### src/rtl/mdio_master_if.sv
// Request/response bundle between the control path and the MDIO master.
// The master modport is the requester, the slave modport is the MDIO block.
interface mdio_master_if;
    logic        req_valid;
    logic        req_ready;
    logic        req_write;
    logic [4:0]  req_phy;
    logic [4:0]  req_reg;
    logic [15:0] req_wdata;
    logic        rsp_valid;
    logic [15:0] rsp_rdata;
    logic        rsp_error;

    modport master (
        output req_valid, req_write, req_phy, req_reg, req_wdata,
        input  req_ready, rsp_valid, rsp_rdata, rsp_error
    );

    modport slave (
        input  req_valid, req_write, req_phy, req_reg, req_wdata,
        output req_ready, rsp_valid, rsp_rdata, rsp_error
    );
endinterface

### src/rtl/mdio_master.sv
// Clause-22 MDIO master: one 64-bit read/write frame per request,
// MDC half-period of CLK_DIV clk cycles, all pad outputs registered.
module mdio_master #(
    parameter int CLK_DIV = 10
) (
    input  logic         clk,
    input  logic         rst,
    mdio_master_if.slave bus,
    output logic         mdc,
    output logic         mdio_o,
    output logic         mdio_oe,
    input  logic         mdio_i
);
    localparam int DW = (CLK_DIV > 2) ? $clog2(CLK_DIV) : 1;
    localparam logic [DW-1:0] DIV_LAST = DW'(CLK_DIV - 1);
    localparam logic [5:0] HDR_BIT = 6'd32;
    localparam logic [5:0] TA_BIT = 6'd46;
    localparam logic [5:0] TA2_BIT = 6'd47;
    localparam logic [5:0] DATA_BIT = 6'd48;
    localparam logic [5:0] LAST_BIT = 6'd63;

    typedef enum logic [2:0] {
        S_IDLE, S_PRE, S_HDR, S_TA, S_DATA
    } state_t;

    state_t        state_q, state_d;
    logic [5:0]    bit_q, bit_d;
    logic [DW-1:0] div_q, div_d;
    logic [63:0]   frame_q, frame_d;
    logic          write_q, write_d;
    logic          mdc_q, mdc_d;
    logic          mdo_q, mdo_d;
    logic          oe_q, oe_d;
    logic          ready_q, ready_d;
    logic          valid_q, valid_d;
    logic [15:0]   shift_q, shift_d;
    logic [15:0]   rdata_q, rdata_d;
    logic          ta_err_q, ta_err_d;
    logic          err_q, err_d;
    logic [63:0]   load;
    logic [5:0]    nbit;
    logic          div_end;

    function automatic state_t field_of(input logic [5:0] b);
        field_of = S_DATA;
        unique case (1'b1)
            b < HDR_BIT:                 field_of = S_PRE;
            b >= HDR_BIT && b < TA_BIT:  field_of = S_HDR;
            b >= TA_BIT && b < DATA_BIT: field_of = S_TA;
            b >= DATA_BIT:               field_of = S_DATA;
        endcase
    endfunction

    always_comb begin
        state_d  = state_q;
        bit_d    = bit_q;
        div_d    = div_q;
        frame_d  = frame_q;
        write_d  = write_q;
        mdc_d    = mdc_q;
        mdo_d    = mdo_q;
        oe_d     = oe_q;
        valid_d  = 1'b0;
        shift_d  = shift_q;
        rdata_d  = rdata_q;
        ta_err_d = ta_err_q;
        err_d    = err_q;
        div_end  = (div_q == DIV_LAST);
        nbit     = bit_q + 6'd1;
        // Read frames leave TA/DATA as 1s; the pad is released there anyway.
        load = {32'hFFFF_FFFF, 2'b01,
                bus.req_write ? 2'b01 : 2'b10,
                bus.req_phy, bus.req_reg,
                bus.req_write ? 2'b10 : 2'b11,
                bus.req_write ? bus.req_wdata : 16'hFFFF};
        if (state_q == S_IDLE) begin
            if (bus.req_valid && ready_q) begin
                state_d  = S_PRE;
                write_d  = bus.req_write;
                bit_d    = '0;
                div_d    = '0;
                mdc_d    = 1'b0;
                mdo_d    = load[63];
                frame_d  = {load[62:0], 1'b1};
                oe_d     = 1'b1;
                shift_d  = '0;
                ta_err_d = 1'b0;
            end
        end else begin
            div_d = div_end ? '0 : div_q + 1'b1;
            if (div_end && !mdc_q) begin
                mdc_d = 1'b1;
                if (!write_q && bit_q == TA2_BIT)
                    ta_err_d = mdio_i;
                if (!write_q && state_q == S_DATA)
                    shift_d = {shift_q[14:0], mdio_i};
            end else if (div_end) begin
                mdc_d = 1'b0;
                if (bit_q == LAST_BIT) begin
                    state_d = S_IDLE;
                    mdo_d   = 1'b1;
                    oe_d    = 1'b0;
                    valid_d = 1'b1;
                    rdata_d = write_q ? 16'h0 : shift_q;
                    err_d   = write_q ? 1'b0 : ta_err_q;
                end else begin
                    bit_d   = nbit;
                    state_d = field_of(nbit);
                    mdo_d   = frame_q[63];
                    frame_d = {frame_q[62:0], 1'b1};
                    oe_d    = write_q || (nbit < TA_BIT);
                end
            end
        end
        ready_d = (state_d == S_IDLE);
    end

    always_ff @(posedge clk) begin
        if (rst) begin
            state_q  <= S_IDLE;
            bit_q    <= '0;
            div_q    <= '0;
            frame_q  <= '0;
            write_q  <= 1'b0;
            mdc_q    <= 1'b0;
            mdo_q    <= 1'b1;
            oe_q     <= 1'b0;
            ready_q  <= 1'b0;
            valid_q  <= 1'b0;
            shift_q  <= '0;
            rdata_q  <= '0;
            ta_err_q <= 1'b0;
            err_q    <= 1'b0;
        end else begin
            state_q  <= state_d;
            bit_q    <= bit_d;
            div_q    <= div_d;
            frame_q  <= frame_d;
            write_q  <= write_d;
            mdc_q    <= mdc_d;
            mdo_q    <= mdo_d;
            oe_q     <= oe_d;
            ready_q  <= ready_d;
            valid_q  <= valid_d;
            shift_q  <= shift_d;
            rdata_q  <= rdata_d;
            ta_err_q <= ta_err_d;
            err_q    <= err_d;
        end
    end

    assign mdc           = mdc_q;
    assign mdio_o        = mdo_q;
    assign mdio_oe       = oe_q;
    assign bus.req_ready = ready_q;
    assign bus.rsp_valid = valid_q;
    assign bus.rsp_rdata = rdata_q;
    assign bus.rsp_error = err_q;
endmodule

### src/flat_wrapper.sv
// flat-port wrapper written by rule: the top's interface ports become plain ports
module mdio_master_flat 
#(
    parameter int CLK_DIV = 10
)
  (clk, rst, mdc, mdio_o, mdio_oe, mdio_i, bus_req_valid, bus_req_write, bus_req_phy, bus_req_reg, bus_req_wdata, bus_req_ready, bus_rsp_valid, bus_rsp_rdata, bus_rsp_error);
  mdio_master_if bus_i ();
  input  logic clk;
  input  logic rst;
  output logic mdc;
  output logic mdio_o;
  output logic mdio_oe;
  input  logic mdio_i;
  input wire logic [$bits(bus_i.req_valid)-1:0] bus_req_valid;
  input wire logic [$bits(bus_i.req_write)-1:0] bus_req_write;
  input wire logic [$bits(bus_i.req_phy)-1:0] bus_req_phy;
  input wire logic [$bits(bus_i.req_reg)-1:0] bus_req_reg;
  input wire logic [$bits(bus_i.req_wdata)-1:0] bus_req_wdata;
  output wire logic [$bits(bus_i.req_ready)-1:0] bus_req_ready;
  output wire logic [$bits(bus_i.rsp_valid)-1:0] bus_rsp_valid;
  output wire logic [$bits(bus_i.rsp_rdata)-1:0] bus_rsp_rdata;
  output wire logic [$bits(bus_i.rsp_error)-1:0] bus_rsp_error;
  assign bus_i.req_valid = bus_req_valid;
  assign bus_i.req_write = bus_req_write;
  assign bus_i.req_phy = bus_req_phy;
  assign bus_i.req_reg = bus_req_reg;
  assign bus_i.req_wdata = bus_req_wdata;
  assign bus_req_ready = bus_i.req_ready;
  assign bus_rsp_valid = bus_i.rsp_valid;
  assign bus_rsp_rdata = bus_i.rsp_rdata;
  assign bus_rsp_error = bus_i.rsp_error;
  mdio_master #(.CLK_DIV(CLK_DIV)) u_core (.clk(clk), .rst(rst), .bus(bus_i), .mdc(mdc), .mdio_o(mdio_o), .mdio_oe(mdio_oe), .mdio_i(mdio_i));
endmodule
### config.mk
export PLATFORM = sky130hd
export DESIGN_NAME = mdio_master_flat
export DESIGN_NICKNAME = d
export VERILOG_FILES = /design/src/rtl/mdio_master_if.sv /design/src/rtl/mdio_master.sv /design/src/flat_wrapper.sv
export SDC_FILE = /design/constraint.sdc
export NUM_CORES = 1
export LEC_CHECK = 0
export ABC_AREA = 1
export CAP_MARGIN = 20
export CORE_ASPECT_RATIO = 0.6
export CORE_UTILIZATION = 55
export CTS_CLUSTER_SIZE = 12
export DETAILED_ROUTE_END_ITERATION = 6
export GPL_TIMING_DRIVEN = 0
export PLACE_DENSITY = 0.85
export SLEW_MARGIN = 25
export SYNTH_ARGS = -nofsm -noshare
export SYNTH_HDL_FRONTEND = slang
export SYNTH_SLANG_ARGS = --single-unit
### constraint.sdc
create_clock -name clk -period 4.7 [get_ports clk]
set_input_delay 1.41 -clock clk [delete_from_list [all_inputs] [get_ports clk]]
set_output_delay 1.41 -clock clk [all_outputs]
set_load 0.01 [all_outputs]
# Word-level counts from Yosys, hierarchy flattened
# Index checks and enable logic that the tools add are counted.
# totals
ff_bits	117
input_bits	31
output_inout_bits	22
wordCells	101
# classes
addsub	2
n_lt_le_gt_ge	6
eq_ne	7
mux	45
n_bitwise	3
reduce_logical	24
# op_table
operator	n
64-bit two-way mux	5
16-bit two-way mux	6
6-bit two-way mux	5
1-bit two-way mux	19
6-bit >= comparator, second input constant	3
6-bit less-than comparator, second input constant	3
3-bit two-way mux	5
6-bit == test, second input constant	2
4-bit two-way mux	3
3-bit one-hot mux with 4 select lines	1
3-bit AND reduction	3
4-bit AND reduction	2
2-bit nonzero test	4
6-bit by 1-bit adder with 6-bit output, second input constant	1
1-bit logical AND	6
3-bit logical NOT	2
4-bit by 1-bit adder with 4-bit output, second input constant	1
4-bit == test, second input constant	1
2-bit by 1-bit != test with 1-bit output, second input constant	2
2-bit AND reduction	2
4-bit OR reduction	1
3-bit == test, second input constant	1
1-bit inverter	3
3-bit nonzero test	1
other kinds (4)	5

# Depth between registers and ports, before layout
# Gate-level depths: netlist (run 1).
# depth
word_depth	9
ltp_mapped	12
depth_no_buf	11

# Worst setup path before layout (run 1)
# OpenSTA, ideal clock, no wires.
# synth_timing
path_type	input -> register
startpoint	in rst
endpoint	reg u_core.rdata_q[2] (netlist: u_core.bus.rsp_rdata[2])
setup_time_ns	0.077
t_arrival_ns	2.335
required_ns	4.623
slack_ns	2.287
cell_stages	6
path_buffers	3
path_cell_list	clkbuf_1 -> inv_1 -> clkbuf_1 -> buf_1 -> nand3_1 -> o21ai_0
# synth_lines
item	line_no	rtl
from (decl)	flat_wrapper.sv:9	input logic rst;
to (signal assigned)	mdio_master.sv:146	rdata_q <= rdata_d;
to (decl)	mdio_master.sv:37	logic [15:0] rdata_q, rdata_d;

# Final worst setup path (run 1)
# layout_timing
startpoint	reg u_core.mdc_q (netlist: u_core.mdc)
endpoint	out mdc
# layout_lines
item	line_no	rtl
from (decl)	mdio_master.sv:31	logic mdc_q, mdc_d;
from (signal assigned)	mdio_master.sv:140	mdc_q <= mdc_d;
to (decl)	flat_wrapper.sv:10	output logic mdc;
# No word-level cell between the ends.

==> flow_results.org, run 1 <==
** Critical path
- WP data arrival :: 1.46 ns
- Max stage delay on crit path :: 0.59 ns
- STA classifies the critical path startpoint as a flip-flop.
- Grouping stages by cell kind, the critical path spends the most delay in buffers and inverters.
- The critical path starts at u_core.mdc$_SDFFE_PP0P_.
- Across all register-to-register paths, the minimum setup slack is 2.52 ns.
- Number of buffers and inverters on the critical path :: 1
- Cell Chain, Critical Path :: clkdlybuf4s50_1
- Reg-to-Reg End :: u_core.bus.rsp_rdata[11]$_SDFFE_PP0P_
- Worst Reg-to-Reg Cells :: 8
- In this run the worst path has a maximum fanout of 5.
- Data required time of the critical path :: 3.29 ns
- Worst path slowest cell :: sky130_fd_sc_hd__clkdlybuf4s50_1
- In this run the critical register-to-register path is launched from u_core.bit_q[0]$_SDFFE_PP0P_.
- By startpoint and endpoint, the worst setup path is classified as reg -> out.
- STA classifies the critical path endpoint as an output port.

** CTS
- Buffers inserted during clock tree synthesis total 17.
- TritonCTS built the clock tree.
- In this run the clock root is driven by a sky130_fd_sc_hd__clkbuf_16.
- Clock-pin slew was measured on the worst setup and hold paths at 0.05 ns.
- Gates resized during post-CTS repair numbered 0.
- The clock reaches the later pin of the worst-skew pair after 0.41 ns.
- After clock tree synthesis, the setup repair step added 0 buffers.
- CTS Sinks :: 117
- In this run the number of H-tree levels came out at 4.
- Maximum count of clock buffers along a single path :: 2
- After clock tree synthesis, the flow added hold-fix buffers numbering 0.

** Global routing
- Global routing used 45.3% of the available met2 tracks.
- The first global-routing pass estimated 20200 um of wire.
- Initial antenna violation count :: 0
- Met3 Track Usage GR :: 6.46%
- For this run, global-route usage on met1 was measured as 36.3%.
- Global-route usage over all layers :: 27.6%
- Global routing finished with a remaining overflow of 0.
- Entering global routing, the biggest net connects 17 pins.
- The via count of the first global-routing pass is 4226.
- Gr busiest metal :: met2

** Timing
- Worst-case headroom to the max-slew limit :: 52.0%
- After routing, the total negative slack on setup checks comes to 0 ns.
- Highest clock rate :: 348 MHz
- For the pin with the worst max-slew slack, the measured transition is 0.720 ns.
- Minimum setup slack in the final design :: 1.83 ns
- Min Tclk post-route :: 2.87 ns
- Setup repair after global routing missed its margin :: no
- The final critical path takes up 61.2% of the cycle.
- Setup-violating endpoint count in the final report :: 0
- Final clock skew :: 0.00662 ns
- Worst hold margin :: 0.462 ns
- The max-slew violation count came to 0.
- The count of endpoints failing hold in the final timing report was 0.

** Cells and area
- Relative to the synthesized area, the layout overhead comes to 24.0%.
- Commonest cells after routing, fill and taps aside :: sky130_fd_sc_hd__nand2_1, sky130_fd_sc_hd__nor2_1, sky130_fd_sc_hd__dfxtp_1, sky130_fd_sc_hd__o21ai_0, sky130_fd_sc_hd__clkdlybuf4s50_1
- Final antenna diode count :: 0
- Of the cells placed in the final design, the portion with a size suffix greater than 1 is 12.1%.
- The net count of the finished layout is 778.
- The finished cells cover 6200 um2.
- Leaving out fill and tap cells, the most frequent cell in the layout is sky130_fd_sc_hd__nand2_1.
- Filler instances :: 661

** Detailed routing
- The final route contains 4728 vias.
- First-pass iteration count of the detailed router :: 7
- Wires add up to 12500 um.
- The detail route stage leaves a number of antenna-violating nets equal to 0.
- Routed length per placed instance :: 14.4 um
- In the routed design, unresolved DRC markers number 3.
- Drt first-iter violations :: 469
- After detailed routing, the number of vias per cell comes to 5.46.

** Yosys
- Synth Instances :: 675
- Adder-cell share of the synthesized area :: 0.751%
- Summing the areas of all xor and xnor instances in the mapped netlist gives 0.175% of the synthesized area.
- Dominant combinational cell family by area after synthesis :: simple AND/OR/NAND/NOR gates
- For this run, the register share of the synthesized area comes to 46.9%.
- Number of enable-type register cells in the synthesized netlist :: 0
- The synthesized design contains 117 register bits.
- Summing the areas of all compound-gate instances in the mapped netlist gives 15.6% of the synthesized area.
- Post-synth cell types :: 32
- YS warnings :: 0
- The most used flip-flop cell after synthesis is sky130_fd_sc_hd__dfxtp_1.
- Synth Area in Simple Gates :: 28.6%
- Multiplexer fraction of the synthesized cell area :: 0%
- For this run, asynchronously set or reset flops after synthesis account for 0%.
- Area of the mapped netlist :: 5000 um2
- Per-instance average area after synthesis :: 7.41 um2
- Synthesis produced a netlist with a net count of 709.

** Hold path
- The tightest min-delay check is of the reg -> reg type.
- Number of stages on the worst hold path :: 2
- The worst hold path terminates at u_core.frame_q[1]$_SDFFE_PP0P_.
- In this run the most critical hold path is launched from u_core.frame_q[1]$_SDFFE_PP0P_.

** Floorplanning
- Starting density of the core :: 57.8%
- 53 I/O pins were placed.
- The die is 75.8 um tall.
- In this run the horizontal extent of the chip is 125 um.
- The core region is 8650 um2.
- Floorplan die area :: 9490 um2
- Total number of placement rows :: 26

** Placement
- Placed instance area :: 5640 um2
- Prior to clock tree synthesis, the placed netlist has a worst setup slack of 1.62 ns.
- Final weighted congestion of routability-driven global placement :: 0.876
- Detailed placement finished with a half-perimeter wire length of 8390 um.
- Input and output buffers added on the ports amount to 50.

** Run
- Max cap viols :: 0

** Outcome
- The checks that failed: design-rule violations.
- The flow ran to the end, but the final reports show violations.

** Power
- Sum of internal, switching and leakage power :: 2570 uW
- In this run the static leakage power is 0.00248 uW.
- IR analysis of the VDD net gives a maximum drop of 297 uV.
- For this design the ratio of total power to cell area is 414 nW/um2.
## sequential cells by signal, summed over array words and instances, names as in the netlist, 3 cells and up
signal,count
u_core.bit_q,6
u_core.bus.rsp_rdata,16
u_core.div_q,4
u_core.frame_q,64
u_core.shift_q,16
u_core.state_q,3
## layout make-up
type | count | area [um2] | share of cell area [%]
Timing Repair Buffer | 50 | 500 | 8.07
Tap cell | 112 | 140 | 2.26
Buffer | 41 | 248 | 4.00
Clock buffer | 25 | 515 | 8.31
Sequential cell | 117 | 2340 | 37.8
Multi-Input combinational cell | 477 | 2260 | 36.4
Inverter | 40 | 150 | 2.42
Clock inverter | 4 | 45.0 | 0.727
## per-stage QoR
step / std cells / utilization (%)
6_report: 866 / 71.6
5_1_grt: 866 / 71.6
4_1_cts: 866 / 71.6
3_5_place_dp: 837 / 65.2
3_3_place_gp: 837 / 65.2
2_1_floorplan: 675 / -
## logic make-up (layout without fill, tap and decap cells)
family / count (synthesis) / count (layout)
XOR/XNOR: 1 / 1
AO/OA/AOI/OAI: 139 / 139
flip-flops: 117 / 117
buffers and inverters: 81 / 160
adder cells (fa/ha/maj): 3 / 3
AND/OR/NAND/NOR: 334 / 334
## worst min-delay path: cells and delay by family, from the launching register on
| kind | cells | cell delay [ns] |
|---|---|---|
| flip-flops | 1 | 0.30 |
| AND/OR/NAND/NOR | 1 | 0.06 |
| AO/OA/AOI/OAI | 1 | 0.05 |
## worst max-delay path by stage
| stage | to | depth (start not counted) | slack, ns |
|---|---|---|---|
| 5_1_grt | mdc | 1 | 1.77 |
| 3_3_place_gp | u_core.shift_q[10]$_SDFFE_PP0P_ | 9 | 1.66 |
| 3_5_place_dp | u_core.shift_q[13]$_SDFFE_PP0P_ | 9 | 1.62 |
| 4_1_cts | mdc | 1 | 1.82 |
| 2_1_floorplan | u_core.bus.rsp_rdata[2]$_SDFFE_PP0P_ | 6 | 2.29 |
| 6_report | mdc | 1 | 1.83 |
## synthesized netlist by cell type (all sizes together), types with 3 or more instances
| cell | n | share of area (%) |
|---|---|---|
| inv | 40 | 3.0 |
| ha | 3 | 0.75 |
| nand4 | 4 | 0.50 |
| nor3 | 5 | 0.73 |
| o21ai | 70 | 7.1 |
| nand3 | 29 | 3.2 |
| buf | 18 | 3.2 |
| nor2 | 132 | 11 |
| a31oi | 16 | 2.0 |
| dfxtp | 117 | 47 |
| nand2 | 164 | 13 |
| clkbuf | 23 | 1.8 |
| a21oi | 51 | 6.2 |
## per-layer routing
layer / routed length (um) / vias up / part of all wire [%]
li1: - / 2309 / -
met1: 6080 / 2254 / 49
met2: 5620 / 144 / 45
met3: 597 / 21 / 4.8
met4: 207 / 0 / 1.7
met5: 0 / - / 0
## power breakdown
group / leakage, uW / internal [uW] / switching, uW
sequential: 0.000952 / 1050 / 28.7
clock: 0.000281 / 799 / 428
combinational: 0.00125 / 105 / 161
Note: power is estimated with default switching activity, not from simulation.
==> run 2, diff against run 1 <==
CORE_UTILIZATION = 51   (was 55)
PLACE_DENSITY = 0.83   (was 0.85)
clock period = 2.6 ns   (was 4.7 ns; I/O delays follow)
==> flow_results.org, run 2 (synthesized netlist as in run 1, its figures left out) <==
** Cells and area
- Filler instances :: 779 (was 661)
- Total non-filler cell area in the finished layout :: 6250 um2 (was 6200 um2)
- The utilization of the core after routing came to 66.8% (was 71.6%).
- Flip-flop count of the largest register, all copies and words added :: 64 (unchanged)
- Layout cells sized above 1 :: 12.7% (was 12.1%)
- The number of standard cells in the layout, taps in and fillers out came to 887 (was 866).
- The register bank with the most flops was u_core.frame_q (unchanged).
- Final antenna diode count :: 0 (unchanged)
- Net count, final :: 778 (unchanged)
- Storage cell area :: 2340 um2 (unchanged)
- Most frequent standard cell in the layout excluding fill and tap cells :: sky130_fd_sc_hd__nand2_1 (unchanged)
- The signed area change from the synthesized netlist to the final layout was 25.0% (was 24.0%).
- The multi-input combinational cell area was 2260 um2 (unchanged).
- Commonest cells after routing, fill and taps aside :: sky130_fd_sc_hd__nand2_1, sky130_fd_sc_hd__nor2_1, sky130_fd_sc_hd__dfxtp_1, sky130_fd_sc_hd__o21ai_0, sky130_fd_sc_hd__clkdlybuf4s50_1 (unchanged)

** Placement
- HPWL after DPL :: 8270 um (was 8390 um)
- Final weighted congestion of routability-driven global placement :: 0.941 (was 0.876)
- Port Buffer Count :: 50 (unchanged)
- The cell count after placement was 855 (was 837).
- The worst setup timing slack at the placement stage came to 0.124 ns (was 1.62 ns).
- The placed standard-cell area was 5660 um2 (was 5640 um2).

** Timing
- Worst-case headroom to the max-slew limit :: 52.0% (about the same)
- Minimum setup slack in the final design :: 0.335 ns (was 1.83 ns)
- The transition time at the pin with the least slew margin came to 0.719 ns (was 0.720 ns).
- Setup-violating endpoint count in the final report :: 0 (unchanged)
- The count of endpoints failing hold in the final timing report is 0 (unchanged).
- Highest clock rate :: 442 MHz
- Final clock skew :: 0.00433 ns (was 0.00662 ns)
- Setup repair after global routing missed its margin :: no (unchanged)
- The max-slew violation count came to 0 (unchanged).
- The clock period could shrink to 2.26 ns.
- Fin Setup TNS :: 0 ns (unchanged)
- Dividing the final minimum period by the clock period gives 87.1%.

** Floorplanning
- The chip height came to 78.7 um (was 75.8 um).
- Die Span X :: 130 um (was 125 um)
- The placement row count came to 27 (was 26).
- Starting density of the core :: 53.4% (was 57.8%)
- Number of top-level pins :: 53 (unchanged)
- CORE AREA :: 9360 um2 (was 8650 um2)
- The area of the die is 10200 um2 (was 9490 um2).

** Critical path
- Type of origin of the critical path :: flip-flop (unchanged)
- Max stage delay on crit path :: 0.59 ns (about the same)
- Cell Chain, Critical Path: clkdlybuf4s50_1 (unchanged).
- The type of element capturing the critical path is an output port (unchanged).
- The kind of cell with the highest combined delay on the critical path is buffers and inverters (unchanged).
- Reg-to-Reg End :: u_core.bus.rsp_rdata[15]$_SDFFE_PP0P_ (was u_core.bus.rsp_rdata[11]$_SDFFE_PP0P_)
- Worst Reg-to-Reg Cells :: 8 (unchanged)
- CP Class :: reg -> out (unchanged)
- Reg-to-reg startpoint :: u_core.bit_q[0]$_SDFFE_PP0P_ (unchanged)
- The cell type of the slowest stage on the worst timing path is sky130_fd_sc_hd__clkdlybuf4s50_1 (unchanged).
- The minimum setup slack among reg-to-reg paths was 0.41 ns (was 2.52 ns).
- The data arrival time of the critical path is 1.48 ns (was 1.46 ns).
- The worst path buffer plus inverter count was 1 (unchanged).
- Largest fanout on the critical path :: 5 (unchanged)
- The data required time of the worst path was 1.82 ns (was 3.29 ns).

** Detailed routing
- Number of vias after detailed routing :: 4671 (was 4728)
- First-pass iteration count of the detailed router :: 6 (was 7)
- Routed length per placed instance :: 13.8 um (was 14.4 um)
- The detailed-route wire length is 12200 um (was 12500 um).
- Drt first-iter violations :: 496 (was 469)
- The ratio of routed vias to standard cells is 5.27 (was 5.46).
- The number of routed nets with antenna violations came to 0 (unchanged).
- Residual DRC :: 0 (was 3)

** Global routing
- The maximum number of pins on one net before global-route repair was 17 (unchanged).
- Grt ovf :: 0 (unchanged)
- The all-layer global routing usage is 26.3% (was 27.6%).
- The number of antenna violations at the first check in global routing is 0 (unchanged).
- The via count of the first global-routing pass came to 4442 (was 4226).
- The global-route wire length before repair came to 20700 um (was 20200 um).

** CTS
- Root buffer cell :: sky130_fd_sc_hd__clkbuf_16 (unchanged)
- The TritonCTS clock tree was done (unchanged).
- The number of clock sinks came to 117 (unchanged).
- Maximum count of clock buffers along a single path :: 2 (unchanged)
- Clk pin slew, worst setup/hold paths :: 0.06 ns (was 0.05 ns)
- The clock latency on the worst-skew pair is 0.41 ns (about the same).
- Maximum level of the CTS H-tree :: 4 (unchanged)
- Quantity of hold-fixing buffers added after cts :: 0 (unchanged)
- Setup Fix Bufs, Post-CTS :: 0 (unchanged)
- Total clock buffers created by CTS :: 17 (unchanged)
- The total of cells resized after clock tree synthesis is 0 (unchanged).

** Hold path
- Launch instance of the worst min-delay path :: u_core.frame_q[8]$_SDFFE_PP0P_ (was u_core.frame_q[1]$_SDFFE_PP0P_)
- The worst hold path depth is 2 (unchanged).
- WHS Endpoint :: u_core.frame_q[8]$_SDFFE_PP0P_ (was u_core.frame_q[1]$_SDFFE_PP0P_)
- Class of the tightest hold or removal check :: reg -> reg (unchanged)

** Outcome
- Result of the run :: finished clean (was complete, but fails checks)

** Power
- Static power due to leakage :: 0.00247 uW (was 0.00248 uW)
- The power per standard cell area came to 753 nW/um2 (was 414 nW/um2).
- Largest voltage drop on the vdd net :: 636 uV (was 297 uV)

** Run
- The max capacitance violation total came to 0 (unchanged).
[run 2: changes by cell type in the layout (fill, tap and decap cells not counted), sizes merged]
| cell | change |
|---|---|
| clkinv | +5 |
| clkinvlp | +5 |
| clkbuf | -8 |
| bufinv | +1 |
[run 2: power by group]
group / internal [uW] / switching (uW)
logic: 191 / 287
clock network: 1410 / 875
registers: 1890 / 49.3
total: 3490 / 1210
[run 2: tightest hold or removal path, delay by kind of cell, from the launching register on]
kind,cells,cell delay (ns)
AO/OA/AOI/OAI,1,0.05
flip-flops,1,0.30
AND/OR/NAND/NOR,1,0.07
[run 2: how the worst max path moves through the flow]
stage                                       from                               endpoint  cells past startpoint
finish                   u_core.mdc$_SDFFE_PP0P_                                    mdc                      1
detailed placement                 bus_req_valid        u_core.shift_q[11]$_SDFFE_PP0P_                      9
global placement                   bus_req_valid        u_core.shift_q[11]$_SDFFE_PP0P_                      9
floorplan                                    rst   u_core.bus.rsp_rdata[2]$_SDFFE_PP0P_                      6
global route        u_core.bit_q[0]$_SDFFE_PP0P_  u_core.bus.rsp_rdata[15]$_SDFFE_PP0P_                      8
CTS                      u_core.mdc$_SDFFE_PP0P_                                    mdc                      1
[run 2: cell type report]
class	count	share of cell area, %
buffer	41	3.97
clock buffer	17	6.81
clock inverter	15	2.56
inverter	40	2.40
multi-input combinational	477	36.2
sequential	117	37.5
tap	130	2.60
timing repair buffer	50	8.01
[run 2: through the flow]
step,hold WS [ns],power (uW)
2_1_floorplan,0.436,2300
3_3_place_gp,0.449,2420
3_5_place_dp,0.454,2440
4_1_cts,0.463,4710
5_1_grt,0.481,4880
6_report,0.468,4700
[run 2: routing by layer]
layer / up-vias / share of wire, % / GRT usage, % / wire length (um)
met4: 0 / 1.8 / 9.88 / 214
met5: - / 0 / 0 / 0
li1: 2316 / - / - / -
met2: 128 / 45 / 42.6 / 5500
met1: 2203 / 47 / 33.5 / 5780
met3: 24 / 5.8 / 7.02 / 703
==> run 3, diff against run 2 <==
GPL_ROUTABILITY_DRIVEN = 0   (was default)
==> flow_results.org, run 3 (synthesized netlist as in run 1, its figures left out) <==
** CTS
- The maximum buffer depth of the clock tree came to 2 (unchanged).
- The TritonCTS clock tree is done (unchanged).
- CTS resizes :: 0 (unchanged)
- The number of clock sinks was 117 (unchanged).
- The clock input transition at the sequential cells of the worst setup and hold paths was 0.05 ns (was 0.06 ns).
- Setup Fix Bufs, Post-CTS :: 0 (unchanged)
- The clock latency on the worst-skew pair was 0.41 ns (about the same).
- Quantity of hold-fixing buffers added after cts :: 0 (unchanged)
- The master cell of the clock root buffer was sky130_fd_sc_hd__clkbuf_16 (unchanged).
- The CTS H-tree depth was 4 (unchanged).
- The number of buffers created by CTS was 17 (unchanged).

** Critical path
- The critical setup path kind is reg -> out (unchanged).
- Worst path slowest cell :: sky130_fd_sc_hd__clkdlybuf4s50_1 (unchanged)
- Largest fanout on the critical path :: 5 (unchanged)
- Cell Chain, Critical Path :: clkdlybuf4s50_1 (unchanged)
- The worst path buffer plus inverter count is 1 (unchanged).
- The kind of start point of the critical path was a flip-flop (unchanged).
- Max stage delay on crit path :: 0.60 ns (was 0.59 ns)
- The kind of cell with the highest combined delay on the critical path is buffers and inverters (unchanged).
- The data arrival time of the critical path came to 1.48 ns (about the same).
- The type of element capturing the critical path is an output port (unchanged).
- The data required time of the worst path is 1.82 ns (about the same).

** Detailed routing
- First-pass iteration count of the detailed router :: 7 (was 6)
- Routed length per placed instance :: 13.7 um (was 13.8 um)
- Remaining number of nets flagged by the antenna check after routing :: 0 (unchanged)
- Total wirelength of the detailed-routed design :: 12100 um (was 12200 um)
- Residual DRC :: 1 (was 0)
- The ratio of routed vias to standard cells is 5.28 (was 5.27).
- Drt first-iter violations :: 543 (was 496)
- The total vias in the final route was 4674 (was 4671).

** Floorplanning
- The area of the die was 10200 um2 (unchanged).
- CORE AREA :: 9360 um2 (unchanged)
- The die width is 130 um (unchanged).
- Total number of placement rows :: 27 (unchanged)
- The initial cell density of the core was 53.4% (unchanged).
- The number of ports placed on the die boundary came to 53 (unchanged).
- The chip height is 78.7 um (unchanged).

** Timing
- Minimum setup slack in the final design :: 0.337 ns (was 0.335 ns)
- Setup-violating endpoint count in the final report :: 0 (unchanged)
- Final clock skew :: 0.00573 ns (was 0.00433 ns)
- Highest clock rate :: 442 MHz (about the same)
- The transition time at the pin with the least slew margin is 0.678 ns (was 0.719 ns).
- The final critical-path required period was 2.26 ns (about the same).
- Worst-case headroom to the max-slew limit :: 54.8% (was 52.0%)
- The setup total negative slack is 0 ns (unchanged).
- The max-slew violation count came to 0 (unchanged).
- Setup repair after global routing missed its margin: no (unchanged).
- The final clock period utilization by the worst path was 87.0% (was 87.1%).
- Count of final hold-check violations :: 0 (unchanged)

** Hold path
- The type of the worst min-delay path is reg -> reg (unchanged).

** Power
- Static power due to leakage :: 0.00252 uW (was 0.00247 uW)
- Largest voltage drop on the vdd net :: 515 uV (was 636 uV)
- The power per standard cell area was 782 nW/um2 (was 753 nW/um2).

** Placement
- The worst setup timing slack at the placement stage came to 0.186 ns (was 0.124 ns).
- HPWL after DPL :: 8330 um (was 8270 um)
- The port buffer count is 50 (unchanged).
- The placed standard-cell area was 5660 um2 (unchanged).

** Cells and area
- Layout cells sized above 1 :: 12.6% (was 12.7%)
- The final instance area was 6300 um2 (was 6250 um2).
- Commonest cells after routing, fill and taps aside :: sky130_fd_sc_hd__nand2_1, sky130_fd_sc_hd__nor2_1, sky130_fd_sc_hd__dfxtp_1, sky130_fd_sc_hd__o21ai_0, sky130_fd_sc_hd__clkdlybuf4s50_1 (unchanged)
- Largest register by flop count :: u_core.frame_q (unchanged)
- Most frequent standard cell in the layout excluding fill and tap cells :: sky130_fd_sc_hd__nand2_1 (unchanged)
- Flip-flop count of the largest register, all copies and words added :: 64 (unchanged)
- Net count, final :: 778 (unchanged)
- Synthesis-to-finish area growth :: 26.1% (was 25.0%)
- Final antenna diode count :: 0 (unchanged)

** Outcome
- Result of the run: complete, but fails checks (was finished clean).
- The final reports fail on design-rule violations.

** Global routing
- The global-route wire length before repair was 20400 um (was 20700 um).
- The overflow left after global routing came to 0 (unchanged).
- Initial antenna violation count :: 0 (unchanged)
- The all-layer global routing usage is 25.9% (was 26.3%).
- The via count of the first global-routing pass came to 4397 (was 4442).
- The maximum number of pins on one net before global-route repair was 17 (unchanged).

** Run
- Max cap viols :: 0 (unchanged)
==> run 3: cell type report <==
cell class / instances / area (um2)
Multi-Input combinational cell: 477 / 2260
Inverter: 40 / 150
Clock inverter: 9 / 148
Buffer: 41 / 248
Tap cell: 130 / 163
Timing Repair Buffer: 50 / 500
Sequential cell: 117 / 2340
Clock buffer: 22 / 494
Fill cell: 733 / 3050
==> run 3: metal layers <==
metal | routed length [um] | vias to the layer above | global-route usage (%) | share of wire, %
met4 | 197 | 0 | 9.88 | 1.6
li1 | - | 2320 | - | -
met5 | 0 | - | 0 | 0
met3 | 814 | 28 | 6.61 | 6.7
met2 | 5430 | 173 | 41.0 | 45
met1 | 5670 | 2153 | 33.8 | 47
==> run 3: final timing paths <==
| kind | from | endpoint | slack (ns) | cells after the start |
|---|---|---|---|---|
| worst min-delay path | u_core.frame_q[1]$_SDFFE_PP0P_ | u_core.frame_q[1]$_SDFFE_PP0P_ | 0.47 | 2 |
| worst max-delay path | u_core.mdc$_SDFFE_PP0P_ | mdc | 0.34 | 1 |
| worst min register to register | u_core.frame_q[1]$_SDFFE_PP0P_ | u_core.frame_q[1]$_SDFFE_PP0P_ | 0.47 | 2 |
| worst max register to register | u_core.bit_q[0]$_SDFFE_PP0P_ | u_core.bus.rsp_rdata[12]$_SDFFE_PP0P_ | 0.42 | 8 |
==> run 3: worst min-delay path: stages (launching register included) <==
cell	delay, ns
sky130_fd_sc_hd__dfxtp_1	0.31
sky130_fd_sc_hd__nand2_1	0.06
sky130_fd_sc_hd__a21oi_1	0.05
==> run 3: power breakdown <==
part	leakage, uW	switching, uW	internal (uW)
logic	0.00125	284	191
clock network	0.000318	798	1720
registers	0.000952	49.5	1890
total	0.00252	1130	3800
==> run 3: through the flow <==
stage          hold WS [ns]  std cells  utilization, %  total power [uW]
3_3_place_gp          0.449        855            60.5              2420
5_1_grt               0.484        886            67.4              5110
4_1_cts               0.467        886            67.4              4950
3_5_place_dp          0.458        855            60.5              2440
2_1_floorplan         0.436        675               -              2300
6_report              0.467        886            67.4              4930
